`src/rtl/apb_reg_bank_if.sv`:
```
// apb_reg_bank_if: APB bus signals between a master and the register bank slave
interface apb_reg_bank_if #(
   parameter int ADDR_W = 8,
   parameter int DATA_W = 32
);
   logic                  psel;
   logic                  penable;
   logic                  pwrite;
   logic [ADDR_W-1:0]     paddr;
   logic [DATA_W-1:0]     pwdata;
   logic [DATA_W/8-1:0]   pstrb;
   logic [DATA_W-1:0]     prdata;
   logic                  pready;
   logic                  pslverr;
   modport master (output psel, penable, pwrite, paddr, pwdata, pstrb, input prdata, pready, pslverr);
   modport slave (input psel, penable, pwrite, paddr, pwdata, pstrb, output prdata, pready, pslverr);
endinterface

```
`src/rtl/apb_reg_bank.sv`:
```
// apb_reg_bank: APB slave register bank with wait states, byte strobes and read-only status slots
module apb_reg_bank #(
   parameter int                    DATA_W      = 32,
   parameter int                    NUM_REGS    = 8,
   parameter int                    ADDR_W      = 8,
   parameter int                    WAIT_CYCLES = 0,
   parameter logic [NUM_REGS-1:0]   RO_MASK     = '0
) (
   input  logic                         pclk_i,
   input  logic                         preset_n_i,
   apb_reg_bank_if.slave                apb,
   input  logic [NUM_REGS*DATA_W-1:0]   hw_in_i,
   output logic [NUM_REGS*DATA_W-1:0]   reg_out_o
);
   localparam int NB = DATA_W / 8;
   logic [5:0]          cnt_q, cnt_d;
   logic [NUM_REGS-1:0] sel;
   logic                access, hit, ro_hit, err, we;
   logic [DATA_W-1:0]   rdata;
   logic                unused_hw;
   assign access      = apb.psel && apb.penable;
   assign apb.pready  = access && cnt_q == 6'(WAIT_CYCLES);
   assign cnt_d       = (!access || apb.pready) ? 6'd0 : (cnt_q < 6'(WAIT_CYCLES)) ? cnt_q + 6'd1 : cnt_q;
   assign hit         = |sel;
   assign ro_hit      = |(sel & RO_MASK);
   assign err         = !hit || (apb.pwrite && ro_hit);
   assign we          = apb.pready && apb.pwrite && !err;
   assign apb.pslverr = apb.pready && err;
   assign apb.prdata  = (apb.pready && !apb.pwrite && !err) ? rdata : '0;
   // writable slots never look at their hw_in slice
   assign unused_hw   = ^hw_in_i;
   always_ff @(posedge pclk_i or negedge preset_n_i) begin
      if (!preset_n_i) cnt_q <= '0;
      else cnt_q <= cnt_d;
   end
   always_comb begin
      rdata = '0;
      for (int i = 0; i < NUM_REGS; i++) if (sel[i]) rdata = reg_out_o[i*DATA_W +: DATA_W];
   end
   for (genvar r = 0; r < NUM_REGS; r++) begin : g_reg
      assign sel[r] = apb.paddr == ADDR_W'(r);
      if (RO_MASK[r]) begin : g_ro
         assign reg_out_o[r*DATA_W +: DATA_W] = hw_in_i[r*DATA_W +: DATA_W];
      end else begin : g_rw
         logic [DATA_W-1:0] data_q, data_d;
         always_comb begin
            data_d = data_q;
            for (int b = 0; b < NB; b++) if (we && sel[r] && apb.pstrb[b]) data_d[8*b +: 8] = apb.pwdata[8*b +: 8];
         end
         always_ff @(posedge pclk_i or negedge preset_n_i) begin
            if (!preset_n_i) data_q <= '0;
            else data_q <= data_d;
         end
         assign reg_out_o[r*DATA_W +: DATA_W] = data_q;
      end
   end
endmodule

```
`src/flat_wrapper.sv`:
```
// flat-port wrapper written by rule: the top's interface ports become plain ports
module apb_reg_bank_flat 
#(
   parameter int                    DATA_W      = 32,
   parameter int                    NUM_REGS    = 8,
   parameter int                    ADDR_W      = 8,
   parameter int                    WAIT_CYCLES = 0,
   parameter logic [NUM_REGS-1:0]   RO_MASK     = '0
)
  (pclk_i, preset_n_i, hw_in_i, reg_out_o, apb_psel, apb_penable, apb_pwrite, apb_paddr, apb_pwdata, apb_pstrb, apb_prdata, apb_pready, apb_pslverr);
  apb_reg_bank_if #(.ADDR_W(ADDR_W), .DATA_W(DATA_W)) apb_i ();
  input  logic pclk_i;
  input  logic preset_n_i;
  input  logic [NUM_REGS*DATA_W-1:0] hw_in_i;
  output logic [NUM_REGS*DATA_W-1:0] reg_out_o;
  input wire logic [$bits(apb_i.psel)-1:0] apb_psel;
  input wire logic [$bits(apb_i.penable)-1:0] apb_penable;
  input wire logic [$bits(apb_i.pwrite)-1:0] apb_pwrite;
  input wire logic [$bits(apb_i.paddr)-1:0] apb_paddr;
  input wire logic [$bits(apb_i.pwdata)-1:0] apb_pwdata;
  input wire logic [$bits(apb_i.pstrb)-1:0] apb_pstrb;
  output wire logic [$bits(apb_i.prdata)-1:0] apb_prdata;
  output wire logic [$bits(apb_i.pready)-1:0] apb_pready;
  output wire logic [$bits(apb_i.pslverr)-1:0] apb_pslverr;
  assign apb_i.psel = apb_psel;
  assign apb_i.penable = apb_penable;
  assign apb_i.pwrite = apb_pwrite;
  assign apb_i.paddr = apb_paddr;
  assign apb_i.pwdata = apb_pwdata;
  assign apb_i.pstrb = apb_pstrb;
  assign apb_prdata = apb_i.prdata;
  assign apb_pready = apb_i.pready;
  assign apb_pslverr = apb_i.pslverr;
  apb_reg_bank #(.DATA_W(DATA_W), .NUM_REGS(NUM_REGS), .ADDR_W(ADDR_W), .WAIT_CYCLES(WAIT_CYCLES), .RO_MASK(RO_MASK)) u_core (.pclk_i(pclk_i), .preset_n_i(preset_n_i), .apb(apb_i), .hw_in_i(hw_in_i), .reg_out_o(reg_out_o));
endmodule
```
`config.mk`:
```
export PLATFORM = sky130hd
export DESIGN_NAME = apb_reg_bank_flat
export DESIGN_NICKNAME = d
export VERILOG_FILES = /design/src/rtl/apb_reg_bank_if.sv /design/src/rtl/apb_reg_bank.sv /design/src/flat_wrapper.sv
export SDC_FILE = /design/constraint.sdc
export NUM_CORES = 1
export LEC_CHECK = 0
export BUFFER_PORTS_ARGS = -buffer_cell sky130_fd_sc_hd__buf_2
export CAP_MARGIN = 40
export CORE_AREA = 4 4 229 231
export CTS_BUF_LIST = sky130_fd_sc_hd__clkbuf_2 sky130_fd_sc_hd__clkbuf_4 sky130_fd_sc_hd__clkbuf_8
export DETAILED_ROUTE_END_ITERATION = 10
export DIE_AREA = 0 0 233 235
export GPL_TIMING_DRIVEN = 0
export PLACE_DENSITY = 0.5
export SLEW_MARGIN = 20
export SYNTH_ARGS = -nofsm -noshare
export SYNTH_HDL_FRONTEND = slang
export SYNTH_SLANG_ARGS = --single-unit
export TNS_END_PERCENT = 10
```
`constraint.sdc`:
```
create_clock -name pclk_i -period 2.8 [get_ports pclk_i]
set_input_delay 0.42 -clock pclk_i [delete_from_list [all_inputs] [get_ports pclk_i]]
set_output_delay 0.42 -clock pclk_i [all_outputs]
set_load 0.02 [all_outputs]
```
==> results of run 1 <==
worst max-delay path, stage by stage:
cell and delay, ns:
buf_6 0.09, or4_4 0.57, or4b_4 0.55, buf_8 0.15, nor2_4 0.14, buf_6 0.14
buf_12 0.13, a221o_1 0.21, buf_6 0.14
timing repair:
item	CTS	global route
hold endpoints to repair	80	0
gates cloned	4	1
hold buffers	1	0
setup endpoints to repair	32	31
buffers inserted	10	8
gates resized for setup	117	32
pin swaps	19	13
synth_stat cells, types with 3 or more instances:
master	instances	area [sq um]
a221o_1	20	200
nor2_1	25	93.8
nor2_8	32	641
o22ai_1	28	175
a21oi_1	15	75.1
a22oi_1	16	120
o2bb2ai_1	10	87.6
nor2b_1	6	37.5
nand2b_1	9	56.3
nand2_1	13	48.8
mux2i_1	49	490
buf_1	3	11.3
mux4_2	7	158
mux2_2	7	78.8
nand2_2	4	25.0
nand3b_1	6	45.0
o21a_1	9	67.6
dfrtp_1	256	6410
mux2_4	128	1920
nor3_1	8	40.0
o2111a_1	11	124
mux2_1	128	1440
buf_2	9	45.0
clkbuf_1	23	86.3
buf_12	3	60.1
or4_4	5	56.3
final cells by class:
type                    instances  area [sq um]
fillers                      5102         32900
clock buffers                  73           898
clock inverters                 2          35.0
flip-flops and latches        256          6410
inverters                       1          3.75
diodes                          2          5.00
multi-input cells             549          6290
plain buffers                  38           364
repair buffers                379          2360
well taps                     672           841
layout by cell type (no fill, tap or decap), types with 3 or more instances in the layout:
cell | netlist | layout
clkbuf_1 | 23 | 8
buf_8 | 0 | 13
buf_12 | 3 | 9
dfrtp_1 | 256 | 256
o21a_1 | 9 | 9
o22ai_1 | 28 | 25
nor2_1 | 25 | 23
nor2b_1 | 6 | 6
mux2i_1 | 49 | 49
mux2_4 | 128 | 128
clkbuf_8 | 0 | 57
clkbuf_2 | 0 | 7
a221o_1 | 20 | 20
nand2_2 | 4 | 4
buf_16 | 0 | 3
mux2_1 | 128 | 128
o2111a_1 | 11 | 11
nand3b_1 | 6 | 6
a22oi_1 | 16 | 16
nand2_1 | 13 | 13
a21oi_1 | 15 | 11
mux4_2 | 7 | 7
nor2_8 | 32 | 32
a21oi_4 | 0 | 3
o2bb2ai_1 | 10 | 9
nand2b_1 | 9 | 8
mux2_2 | 7 | 7
or4_4 | 5 | 5
buf_4 | 0 | 27
buf_6 | 2 | 34
clkbuf_4 | 0 | 19
nor3_4 | 0 | 5
buf_2 | 9 | 311
nor3_1 | 8 | 3
o22ai_2 | 0 | 3
layer usage:
layer  global-route usage [%]  part of all wire [%]  wire length [um]
met3                     7.44                   9.5              5150
met1                     26.6                    45             24400
met5                        0                 0.050                27
met2                     28.5                    43             23300
met4                     4.20                   2.1              1120
metrics by stage:
stage	instances	utilization, %
6_report	1972	34.4
5_1_grt	1970	34.4
4_1_cts	1963	34.0
3_5_place_dp	1875	31.1
3_3_place_gp	1856	30.5
2_1_floorplan	846	-
power groups by stage:
stage	Clock [mW]	Combinational (mW)	Sequential, mW
2_1_floorplan	0	0.192	3.85
3_3_place_gp	0	0.563	3.82
3_5_place_dp	0	0.605	3.82
4_1_cts	3.77	0.628	3.76
5_1_grt	3.94	0.669	3.76
6_report	3.67	0.621	3.76
worst paths after layout:
kind	to	slack, ns
min	u_core.g_reg[5].g_rw.data_q[12]	0.16
max reg2reg	u_core.g_reg[3].g_rw.data_q[31]	1.96
max	apb_prdata[24]	-0.17
min reg2reg	u_core.g_reg[2].g_rw.data_q[26]	0.51
max in group asynchronous	u_core.g_reg[3].g_rw.data_q[2]	1.37
min in group asynchronous	u_core.g_reg[6].g_rw.data_q[22]	0.42
logic make-up (layout without fill, tap and decap cells):
family	after synthesis	in the layout
buf+inv	41	493
mux	319	319
compound gates	110	110
simple gates	120	120
flops	256	256
other cells	0	2
==> out/qor.csv, run 1 <==
stage,metric,value,unit
cells_and_area,largest_register,u_core.g.g_rw.data_q,
sta,fin_ws,-0.166,ns
sta,min_period,2.97,ns
synthesis,synth_edf_count,0,
synthesis,synthFlopType,dfrtp_1,
synthesis,ys_async_sr_fraction,100,%
clock_network,h-tree-depth,2,
pwr,p_clk_share,45.6,%
synthesis,syn-num-nets,1151,
pwr,swShare,25.2,%
synthesis,yosysSeqAreaShare,50.3,%
global_route,antenna_found_initial,4,
setup_path,cp_data_arrival_time,2.55,ns
pwr,p_comb_share,7.7,%
cells_and_area,layout-drive-gt1-share,53.2,%
clock_network,numCtsBuffers,47,
pwr,seqPwrFrac,46.7,%
sta,finalHoldWorstSlack,0.165,ns
synthesis,yosys.area_share.adder,0,%
place,post_dp_cell_area,15600,sq um
sta,fmax,337,MHz
routing,vias,9305,
clock_network,cts_root_buffer,clkbuf_8,
setup_path,cp.required,2.38,ns
pwr,leakagePower,9.65,nW
sta,hold_viol,0,
clock_network,clock-sinks,256,
sta,clock_skew,0,ns
setup_path,criticalPathCategory,in -> out,
sta,relSlewSlack,49.1,%
job,drv_cap,0,
global_route,gr-total-overflow,0,
sta,rsz0062_at_grt,yes,
global_route,grt_pass1_vias,9859,
sta,setup-violations-final,26,
setup_path,critPathLaunchType,primary input,
synthesis,synthCells,846,
place,pre_cts_slack,-1.11,ns
cells_and_area,area_growth,35.1,%
routing,remaining_drc_errors,0,
sta,worst_slew_pin_slew,0.762,ns
pwr,pwr_density_cell,468,nW/um^2
clock_network,clkLatencyLatePin,0.59,ns
outcome,status,"complete, but fails checks",
global_route,grt_pass1_wl,75.7,mm
global_route,grt_usage,19.2,%
outcome,failed_checks,setup timing,
clock_network,clk_pin_slew,0.06,ns
setup_path,crit_path_start,apb_paddr[6],
routing,viasPerCell,4.72,
pwr,power.total,8.05,mW
synthesis,syn-cell-area,12700,sq um
cells_and_area,largest_reg_flops,256,
pwr,p_int,6.02,mW
worst_hold_path,min_path_cells,2,
routing,first_pass_iters,4,
synthesis,ys_types,38,
synthesis,synth_top_family_by_area,multiplexers,
place,hpwl,39.2,mm
cells_and_area,reg_top3,u_core.g.g_rw.data_q (256),
synthesis,yosys.area_share.xor_xnor,0,%
clock_network,cts_tree,yes,
setup_path,r2r-start,u_core.g_reg[3].g_rw.data_q[31],
pwr,ir_worst_vdd,0.000291,V
setup_path,ff2ff_path_depth,1,
synthesis,synthSimpleGateAreaFrac,9.04,%
die,core,50100,sq um
die,chipHeight,235,um
die,placementRows,82,
pwr,netSwitchingPower,2.03,mW
routing,wirelength,54.0,mm
global_route,grt_max_degree,94,
sta,drv_slew,0,
cells_and_area,stdcell_area,17200,sq um
clock_network,clockBufferDepth,3,
worst_hold_path,hold_path.class,in -> reg,
synthesis,synthMuxAreaShare,32.1,%
sta,post-route-period-util,106,%
die,ios,595,
routing,antenna_violating_nets_post_route,0,
die,die_w,233,um
place,gp_congestion,0.773,
die,die_area,54800,sq um
place,portBuffers,338,
synthesis,synth_warnings,0,
routing,routedWlPerCell,27.4,um
setup_path,crit_path_end_kind,output port,
synthesis,synth-compound-area-share,6.74,%
cells_and_area,nets,1577,
sta,setup_tns,-2.38,ns
setup_path,cp_max_fo,5,
worst_hold_path,min_from,apb_pwdata[12],
routing,first_iter_violations,512,
synthesis,avgSynthCellArea,15.1,sq um
synthesis,ys_ff_latch,256,
die,floorplan.initialDensity,25.4,%
Power figures use the tool's default switching activity.
==> run 2, diff against run 1 <==
PLACE_DENSITY = unset   (was 0.5)
==> run 2 against run 1 <==
Effect of this change: the flow still finishes with violations (setup timing); clock skew did not move; sequential power is essentially flat; flip-flop and latch count unchanged; core utilization decreased by 0.32 points; via count grew 0.66%; wire length shrank 4.1%; sequential share of layout area grew 0.35 points; clock-buffer cell count decreased by 4; non-clock buffer count shrank 11; total power is 3.3% higher; die area unchanged; design area down 0.92%; highest routed layer unchanged.
==> out/qor.csv, run 2 (synthesis results as in run 1) <==
stage,metric,value,unit
outcome,status,"complete, but fails checks",
outcome,failed_checks,setup timing,
cells_and_area,layout_commonest_cell,buf_2,
clock_network,clockBufferDepth,3,
pwr,pwr_density_cell,488,nW/um^2
die,placementRows,82,
sta,clock_skew,0,ns
sta,relSlewSlack,42.6,%
setup_path,critPathLaunchType,primary input,
setup_path,crit_path_end_kind,output port,
routing,first_pass_iters,5,
worst_hold_path,min_path_cells,2,
global_route,grt_max_degree,94,
setup_path,r2r-start,u_core.g_reg[5].g_rw.data_q[23],
cells_and_area,area_growth,33.9,%
clock_network,h-tree-depth,2,
sta,min_period,2.97,ns
pwr,ir_worst_vdd,0.000399,V
cells_and_area,multi_input_area,6190,sq um
die,die_area,54800,sq um
setup_path,cp_max_fo,10,
pwr,leakagePower,9.60,nW
setup_path,rr_endpoint,u_core.g_reg[5].g_rw.data_q[23],
setup_path,cp_data_arrival_time,2.55,ns
setup_path,ff2ff_path_depth,1,
global_route,grt_pass1_vias,9795,
cells_and_area,largest_reg_flops,256,
die,ios,595,
worst_hold_path,min_to,u_core.g_reg[6].g_rw.data_q[29],
die,die_w,233,um
sta,rsz0062_at_grt,yes,
setup_path,criticalPathCategory,in -> out,
worst_hold_path,min_from,apb_pwdata[29],
global_route,grt_pass1_wl,73.1,mm
sta,fmax,337,MHz
sta,fin_ws,-0.170,ns
clock_network,clkLatencyLatePin,0.61,ns
clock_network,cts_root_buffer,clkbuf_8,
clock_network,clock-sinks,256,
cells_and_area,reg_top3,u_core.g.g_rw.data_q (256),
sta,setup-violations-final,27,
cells_and_area,seq_area,6410,sq um
setup_path,cp.required,2.38,ns
worst_hold_path,hold_path.class,in -> reg,
cells_and_area,fillers,5110,
global_route,gr-total-overflow,0,
routing,antenna_violating_nets_post_route,0,
clock_network,numCtsBuffers,47,
cells_and_area,final_core_util,34.0,%
routing,routedWlPerCell,26.3,um
setup_path,r2r_slack,1.94,ns
sta,post-route-period-util,106,%
routing,viasPerCell,4.76,
die,floorplan.initialDensity,25.4,%
routing,vias,9366,
clock_network,cts_tree,yes,
die,core,50100,sq um
cells_and_area,largest_register,u_core.g.g_rw.data_q,
place,pre_cts_slack,-1.07,ns
routing,first_iter_violations,543,
global_route,grt_usage,18.4,%
job,drv_cap,0,
die,chipHeight,235,um
cells_and_area,nets,1566,
place,portBuffers,338,
global_route,antenna_found_initial,9,
routing,wirelength,51.7,mm
cells_and_area,final_cell_mix,"313 x buf_2, 256 x dfrtp_1, 128 x mux2_1, 128 x mux2_4, 60 x clkbuf_8",
cells_and_area,layout-drive-gt1-share,52.3,%
routing,remaining_drc_errors,0,
place,dp_cells,1877,
place,hpwl,39.0,mm
sta,hold_viol,0,
place,gp_congestion,0.801,
cells_and_area,final-instance-count-excl-fill,1969,
clock_network,clk_pin_slew,0.07,ns
sta,worst_slew_pin_slew,0.859,ns
sta,drv_slew,0,
run 2: changes by cell type in the layout (fill, tap and decap cells not counted), sizes merged:
cell / change
inv: +2
buf: -12
clkinv: +5
bufinv: +2
diode: +3
clkbuf: -3
run 2: what timing repair did:
action,4_1_cts,5_1_grt
setup buffers,6,1
hold endpoints to repair,77,0
hold buffers,1,0
cloned,1,0
pin swaps,7,18
gates resized for setup,85,24
setup endpoints to repair,32,29
run 2: worst max-delay path, cell delays in order:
cell      delay [ns]
buf_6           0.09
or4_4           0.56
buf_6           0.17
or3_1           0.46
clkbuf_2        0.21
buf_6           0.19
nor3_4          0.23
buf_2           0.20
run 2: final cells by class:
cell class              instances  share of cell area [%]
inverters                       1                  0.0220
clock inverters                11                   0.844
well taps                     672                    4.93
diodes                          5                  0.0734
repair buffers                368                    13.1
clock buffers                  69                    5.20
plain buffers                  38                    1.96
multi-input cells             549                    36.3
flip-flops and latches        256                    37.6
run 2: where the power goes:
group,leakage (nW),switching [mW],total (mW),internal (mW)
clock network,0.547,1.65,3.95,2.31
registers,3.57,0.0272,3.76,3.73
logic,5.48,0.421,0.608,0.187
total,9.60,2.10,8.32,6.23
run 2: worst max path at each step:
stage,start,cells after the start,endpoint
floorplan,apb_paddr[7],5,apb_prdata[17]
global placement,preset_n_i,1,u_core.g_reg[1].g_rw.data_q[1]
detailed placement,apb_paddr[0],9,apb_prdata[3]
CTS,apb_paddr[7],8,apb_prdata[30]
global route,apb_paddr[4],8,apb_prdata[30]
finish,apb_paddr[4],8,apb_prdata[27]
run 2: stage by stage:
step / area [sq um] / power, mW / TNS, ns / hold slack (ns)
6_report: 17000 / 8.32 / -2.64 / 0.136
5_1_grt: 17000 / 8.64 / -3.73 / 0.107
4_1_cts: 17000 / 8.42 / -3.10 / 0.0798
3_5_place_dp: 15600 / 4.42 / -27.13 / 0.460
3_3_place_gp: 15300 / 4.38 / -895.96 / 0.484
2_1_floorplan: 12700 / 4.05 / 0 / 0.124
run 2: routing by layer:
layer	part of all wire, %	track usage [%]	up-vias
li1	-	-	4044
met1	44	25.1	4821
met2	44	28.1	425
met3	9.3	6.17	72
met4	2.4	5.00	4
met5	0.043	0	-
